$ cat src/rtl/gf180mcu_rr_arb4_ctrl.sv
// Four-requester round-robin arbiter with bounded hold time and optional bus turnaround gap.
// Grants are registered one-hot. Reset release is synchronised before the first arbitration.
`timescale 1ns/1ps

// state | meaning
// IDLE  | no owner; arbitrate among live requests starting at ptr
// GRANT | one requester owns the resource; hold counter running
// GAP   | one all-zero turnaround cycle after a grant ends
module gf180mcu_rr_arb4_ctrl #(
   parameter int unsigned MAX_HOLD = 16,
   parameter bit          GAP_EN   = 1'b1
) (
   input  logic       clk,
   input  logic       rn,
   input  logic [3:0] req,
   output logic [3:0] gnt,
   output logic [1:0] gid,
   output logic       busy,
   output logic       pre,
   output logic       noreq,
   inout  wire        vdd,
   inout  wire        vss
);

   typedef enum logic [1:0] {
      ST_IDLE  = 2'd0,
      ST_GRANT = 2'd1,
      ST_GAP   = 2'd2
   } state_t;

   localparam bit         HOLD_EN   = (MAX_HOLD != 0);
   localparam logic [7:0] HOLD_LAST = 8'(MAX_HOLD - 1);

   state_t     state_q, state_d;
   logic [3:0] gnt_q, gnt_d;
   logic [1:0] gid_q, gid_d;
   logic [1:0] ptr_q, ptr_d;
   logic [7:0] cnt_q, cnt_d;
   logic [1:0] sync_q;
   logic       arb_en;
   logic [1:0] pick_idx;
   logic       owner_req;
   logic       other_req;
   logic       release_c;
   logic       preempt_c;

   wire unused_rails;
   assign unused_rails = vdd ^ vss;

   // first requester at or after p, wrapping
   function automatic logic [1:0] rr_pick(input logic [3:0] r, input logic [1:0] p);
      logic [1:0] res;
      logic [1:0] idx;
      res = p;
      for (int k = 3; k >= 0; k--) begin
         idx = p + 2'(k);
         if (r[idx]) res = idx;
      end
      return res;
   endfunction

   always_ff @(posedge clk or negedge rn) begin
      if (!rn) begin
         sync_q <= 2'b00;
      end else begin
         sync_q <= {sync_q[0], 1'b1};
      end
   end

   assign arb_en = sync_q[1];
   assign noreq  = ~(req[0] | req[1] | req[2] | req[3]);

   always_ff @(posedge clk or negedge rn) begin
      if (!rn) begin
         state_q <= ST_IDLE;
         gnt_q   <= 4'b0000;
         gid_q   <= 2'd0;
         ptr_q   <= 2'd0;
         cnt_q   <= 8'd0;
      end else begin
         state_q <= state_d;
         gnt_q   <= gnt_d;
         gid_q   <= gid_d;
         ptr_q   <= ptr_d;
         cnt_q   <= cnt_d;
      end
   end

   assign pick_idx  = rr_pick(req, ptr_q);
   assign owner_req = req[gid_q];
   assign other_req = |(req & ~gnt_q);
   assign release_c = (state_q == ST_GRANT) && !owner_req;
   // release wins over preemption, so the owner's request must still be up
   assign preempt_c = (state_q == ST_GRANT) && owner_req && HOLD_EN && other_req &&
                      (cnt_q >= HOLD_LAST);

   always_comb begin
      state_d = state_q;
      gnt_d   = gnt_q;
      gid_d   = gid_q;
      ptr_d   = ptr_q;
      cnt_d   = cnt_q;
      case (state_q)
         ST_IDLE: begin
            gnt_d = 4'b0000;
            if (arb_en && !noreq) begin
               state_d = ST_GRANT;
               gnt_d   = 4'b0001 << pick_idx;
               gid_d   = pick_idx;
               cnt_d   = 8'd0;
            end
         end
         ST_GRANT: begin
            if (release_c || preempt_c) begin
               gnt_d   = 4'b0000;
               ptr_d   = gid_q + 2'd1;
               state_d = GAP_EN ? ST_GAP : ST_IDLE;
            end else if (cnt_q != 8'hFF) begin
               cnt_d = cnt_q + 8'd1;
            end
         end
         ST_GAP: begin
            gnt_d   = 4'b0000;
            state_d = ST_IDLE;
         end
         default: begin
            gnt_d   = 4'b0000;
            state_d = ST_IDLE;
         end
      endcase
   end

   assign gnt  = gnt_q;
   assign gid  = gid_q;
   assign busy = (state_q == ST_GRANT);
   assign pre  = preempt_c;

endmodule

$ cat config.mk
export PLATFORM = sky130hd
export DESIGN_NAME = gf180mcu_rr_arb4_ctrl
export DESIGN_NICKNAME = d
export VERILOG_FILES = /design/src/rtl/gf180mcu_rr_arb4_ctrl.sv
export SDC_FILE = /design/constraint.sdc
export NUM_CORES = 1
export LEC_CHECK = 0
export ABC_AREA = 0
export ABC_CLOCK_PERIOD_IN_PS = 5400
export BUFFER_PORTS_ARGS = -buffer_cell sky130_fd_sc_hd__buf_2
export CORE_UTILIZATION = 40
export DETAILED_ROUTE_END_ITERATION = 7
export PLACE_DENSITY_LB_ADDON = 0.3
export SLEW_MARGIN = 20
export SYNTH_ARGS = -nofsm -noshare
export SYNTH_HDL_FRONTEND = slang
export SYNTH_SLANG_ARGS = --single-unit
$ cat constraint.sdc
create_clock -name clk -period 5.4 [get_ports clk]
set_input_delay 1.08 -clock clk [delete_from_list [all_inputs] [get_ports clk]]
set_output_delay 1.08 -clock clk [all_outputs]
set_load 0.01 [all_outputs]
=== Yosys cells after proc, flatten, opt, wreduce, memory -nomap -nowiden ===
Cells that the tools add are included.

* Reduce and logical (&&, ||, !) cells: 14
* Shift operators: 1
* $add $sub $neg: 5
* Equality and inequality tests: 6
* Multiply operators: 0
* Multiplexer cells: 24
* Div/mod/pow operators: 0
* Bitwise logic cells: 6
* $lt $le $gt $ge: 6

{| class="wikitable"
|+ Operators with widths
! operator !! number
|-
| 8-bit 2-to-1 mux || 3
|-
| 8-bit case mux with 2 select lines || 1
|-
| 2-bit by 3-bit less-than comparator with 1-bit output (second input constant) || 5
|-
| 2-bit 2-to-1 mux || 6
|-
| 1-bit binary-select mux with 2-bit select || 5
|-
| 8-bit by 1-bit adder with 8-bit output (second input constant) || 1
|-
| 8-bit by 4-bit >= comparator with 1-bit output (second input constant) || 1
|-
| 4-bit 2-to-1 mux || 2
|-
| 8-bit != test (second input constant) || 1
|-
| 4-bit case mux with 2 select lines || 1
|-
| 2-bit AND reduction || 3
|-
| 1-bit logical AND || 5
|-
| 1-bit 2-to-1 mux || 5
|-
| 2-bit by 1-bit adder with 2-bit output (second input constant) || 2
|-
| 2-bit adder (second input constant) || 2
|-
| 4-bit AND || 1
|-
| 2-bit by 1-bit != test with 1-bit output (second input constant) || 2
|-
| 2-bit != test (second input constant) || 2
|-
| 4-bit NOT || 1
|-
| 2-bit case mux with 2 select lines || 1
|-
| 4-bit AND reduction || 1
|-
| 4-bit OR reduction || 1
|-
| 1-bit by 2-bit << shifter with 4-bit output (first input constant) || 1
|-
| 1-bit OR || 3
|-
| other kinds (6) || 6
|}

* Register bits: 20
* RAM bits: 0
* Latch bits: 0
* Bits in read-only memories: 0
* Memories kept: 0
* Output and inout port bits: 11
* Input bits: 6

=== Longest topological paths before layout ===
* Depth in word-level cells: 10
* Mapped depth: 7

=== Worst setup path after synthesis ===
No wires, ideal clock.

* Kind: input to output
* Start point: input req[0]
* End point: output pre
* Cell stages on the path: 4
* Data required time: 4.320 ns
* Path slack: 2.420 ns
* Buffers on the path: 0
* Data arrival time: 1.900 ns
* Path through: or2b_1 > o2111a_1 > or2_2 > nor2_1

* Longest elaborated chain between the ends: 5
* Elaborated cells between the ends (all ways): 7
* Classes of those cells: mux: 2; bitwise: 1; reduce/logical: 4

{| class="wikitable"
|+ Ends and longest elaborated chain
! item !! RTL line !! text
|-
| start, declared || 15 || <nowiki>input logic [3:0] req,</nowiki>
|-
| 1-bit binary-select mux with 2-bit select || 90 || <nowiki>assign owner_req = req[gid_q];</nowiki>
|-
| 1-bit 2-to-1 mux (not written as such) || 90 ||
|-
| 1-bit logical AND || 94 || <nowiki>assign preempt_c = (state_q == ST_GRANT) && owner_req && HOLD_EN && other_req &&</nowiki>
|-
| 1-bit logical AND (*) (2 in series) || 94 ||
|-
| end, declared || 19 || <nowiki>output logic pre,</nowiki>
|}

Mark *: on every way between the ends. The rest lies on a longest branch, timed or not. The select of a mux whose other input is x is not followed.

=== Worst setup path in the final report ===
Same ends and word-level chain as after synthesis.

==> impl_metrics.env <==
export IMPL_status="finished, final reports clean"
export IMPL_synthTopCellsByArea="dfrtp_1 46%, nand2_1 7.6%, o21ai_0 3.2%"
export IMPL_cpPeakStageDelay_ps=310
export IMPL_crit_path_end_kind="output port"
export IMPL_unconstrained_endpoints=2
export IMPL_power_density_mw_per_mm2=418.4
export IMPL_io_pins=17
export IMPL_min_period_over_period_pct=60.56
export IMPL_drt_pre_antenna_iters=4
export IMPL_path_delay_family="simple AND/OR/NAND/NOR gates"
export IMPL_syn_inst=113
export IMPL_synthArstFlopShare_pct=100.0
export IMPL_ys_warn_count=0
export IMPL_grt_first_pass_wirelength_um=3470
export IMPL_ctsLongestPathBuffers=2
export IMPL_die_h_um=54.29
export IMPL_netlist_area_sq_mm=0.001094
export IMPL_place_area_sq_mm=0.001189
export IMPL_hold_ws_ps=364.1
export IMPL_yosysUniqueCellTypes=37
export IMPL_clock_latency_ps=300
export IMPL_antenna_found_initial=0
export IMPL_crit_arrival_ps=2190
export IMPL_finalSetupTns_ps=0
export IMPL_io_buffers=14
export IMPL_cp_startpoint="req[0]"
export IMPL_r2r_end="cnt_q[7]"
export IMPL_crit_path_frequent_cell="buf_2"
export IMPL_skew_ps=2.165
export IMPL_startpoint_type="input pin"
export IMPL_avgRoutedWirePerCell_um=13.65
export IMPL_cts_repair_resize_count=0
export IMPL_synth_compound_area_share_pct=20.02
export IMPL_dpl_hpwl_um=1616
export IMPL_synth_fa_ha_area_share_pct=1.144
export IMPL_seq_area_frac_synth_pct=45.77
export IMPL_p_int_uw=307.4
export IMPL_cts_hold_buf=0
export IMPL_synth_edf_count=0
export IMPL_cts_root_buf="clkbuf_4"
export IMPL_period_needed_ps=3270
export IMPL_highest_layer="met4"
export IMPL_relSlewSlack_pct=40.51
export IMPL_p_leak_uw=0.0005884
export IMPL_p_switching_uw=205.1
export IMPL_avgSynthCellArea_sq_um=9.677
export IMPL_yosys_area_top_type="dfrtp_1"
export IMPL_dieArea_sq_mm=0.002947
export IMPL_grt_pass1_vias=763
export IMPL_peakVddDrop_v=0.0002301
export IMPL_fmax_mhz=305.8
export IMPL_ff2ff_path_depth=7
export IMPL_clock_power_share_pct=17.0
export IMPL_worstSetupPathType="in2out"
export IMPL_crit_path_top_delay_cell="or2_2"
export IMPL_post_route_drc_count=0
export IMPL_worstSetupEndpoint="pre"
export IMPL_yosys_area_share_simple_pct=23.23
export IMPL_finalNetCount=139
export IMPL_num_rows=18
export IMPL_n_antenna_cell=0
export IMPL_start_util_pct=43.35
export IMPL_tightest_slew_ps=885.5
export IMPL_hold_violations=0
export IMPL_coreArea_sq_mm=0.002522
export IMPL_cp_depth=6
export IMPL_ys_ff_latch=20
export IMPL_cts_tree="done"
export IMPL_synth_mux_area_share_pct=4.233
export IMPL_clkSinkCount=20
export IMPL_via_per_inst=5.553
export IMPL_cp_num_buf_inv=2
export IMPL_wl_um=2170
export IMPL_synth_ff_type="dfrtp_1"
export IMPL_slew_violations=0
export IMPL_cts_made_buffers=3
export IMPL_clk_pin_slew_worst_paths_ps=110
export IMPL_seqPwrFrac_pct=44.2
export IMPL_rsz0062_at_grt="false"
export IMPL_h_tree_depth=1
export IMPL_cap_violations=0
export IMPL_path_max_fanout=7
export IMPL_drt_met1_wl_um=1071
export IMPL_dr_wl_met3_um=120
export IMPL_power_share_combinational_pct=38.8
export IMPL_hold_class="reg2reg"
export IMPL_crit_chain="buf_2 -> or2b_1 -> o2111a_1 -> or2_2 -> nor2_1 -> buf_2"
export IMPL_track_usage_pct=16.79
export IMPL_place_gp_congestion=0.8438
export IMPL_die_x_um=54.29
export IMPL_worstPathRequired_ps=4320
export IMPL_synth_top_area_share_pct=45.77
export IMPL_route_met2_wl_um=969
export IMPL_via_count=883
export IMPL_ant_nets=0
export IMPL_synth_top_family_by_area="simple AND/OR/NAND/NOR gates"
export IMPL_setup_violations=0
export IMPL_post_cts_repair_setup_buffers=0
export IMPL_grt_max_degree=21
export IMPL_synth_xor_area_share_pct=2.403
export IMPL_syn2layout_area_growth_pct=12.01
export IMPL_r2r_start="cnt_q[0]"
export IMPL_drive_gt1_share_pct=20.93
export IMPL_drt_iter0_drc=20
export IMPL_final_area_sq_mm=0.001225
export IMPL_reg2reg_slack_ps=3280
export IMPL_synth_nets=122
export IMPL_swShare_pct=40.02
export IMPL_overflow=0
-- layout by cell type, fill, tap and decap left out, types with 3 or more instances in the layout --
cell type	instances
inv_1	5
or2b_1	3
nand2_1	22
dfrtp_1	20
xnor2_1	3
clkbuf_4	3
buf_2	14
o21ai_0	7
nor2_1	7
a21oi_1	5
-- registers in the layout (all words and copies together) (netlist names) --
register  cells
cnt_q         8
gid           2
gnt           4
ptr_q         2
state_q       2
sync_q        2
-- synth_stat cells, types with 3 or more instances --
library cell,instances
inv_1,5
nand2_1,22
nor2_1,7
a21oi_1,5
o21ai_0,7
or2b_1,3
dfrtp_1,20
xnor2_1,3
-- cell type report --
type	instances	area, sq um
Fill cell	256	1297
Sequential cell	20	500.5
Timing Repair Buffer	14	70.07
Clock buffer	4	36.28
Multi-Input combinational cell	86	561.8
Inverter	5	18.77
Tap cell	30	37.54
-- routing by layer --
metal  vias up  global-route usage (%)
met5         -                       0
met4         0                   4.274
met3         3                   6.111
met2        22                   24.80
met1       421                   23.13
li1        437                       -
-- power by group through the flow --
stage               clock network, uW  logic (uW)  registers, uW
detailed placement                  0         200            229
floorplan                           0         140            227
finish                           87.0         199            227
CTS                              90.6         201            226
global placement                    0         194            226
global route                     97.0         226            232
-- metrics by stage --
stage / utilization, % / std cells / worst slack, ps / power (uW)
after floorplan: - / 113 / 2420 / 367.2
after global placement: 47.12 / 155 / 2155 / 419.9
after detailed placement: 47.12 / 155 / 2155 / 429.5
after CTS: 48.56 / 159 / 2111 / 517.3
after global routing: 48.56 / 159 / 2061 / 554.8
final: 48.56 / 159 / 2130 / 512.5
-- how the worst min path moves through the flow --
stage,start,to,slack [ps],cells past startpoint
2_1_floorplan,sync_q[0],sync_q[1],330,0
3_3_place_gp,sync_q[0],sync_q[1],330,0
3_5_place_dp,sync_q[0],sync_q[1],340,0
4_1_cts,sync_q[0],sync_q[1],370,0
5_1_grt,sync_q[0],sync_q[1],380,0
6_report,sync_q[0],sync_q[1],360,0
-- kinds of logic (layout without fill, tap and decap cells) --
group,after synthesis,count (layout)
simple gates,51,51
compound gates,27,27
flops,20,20
buf+inv,7,23
xor+xnor,3,3
mux,3,3
fa+ha+maj,1,1
other cells,1,1
Power figures use the tool's default switching activity.
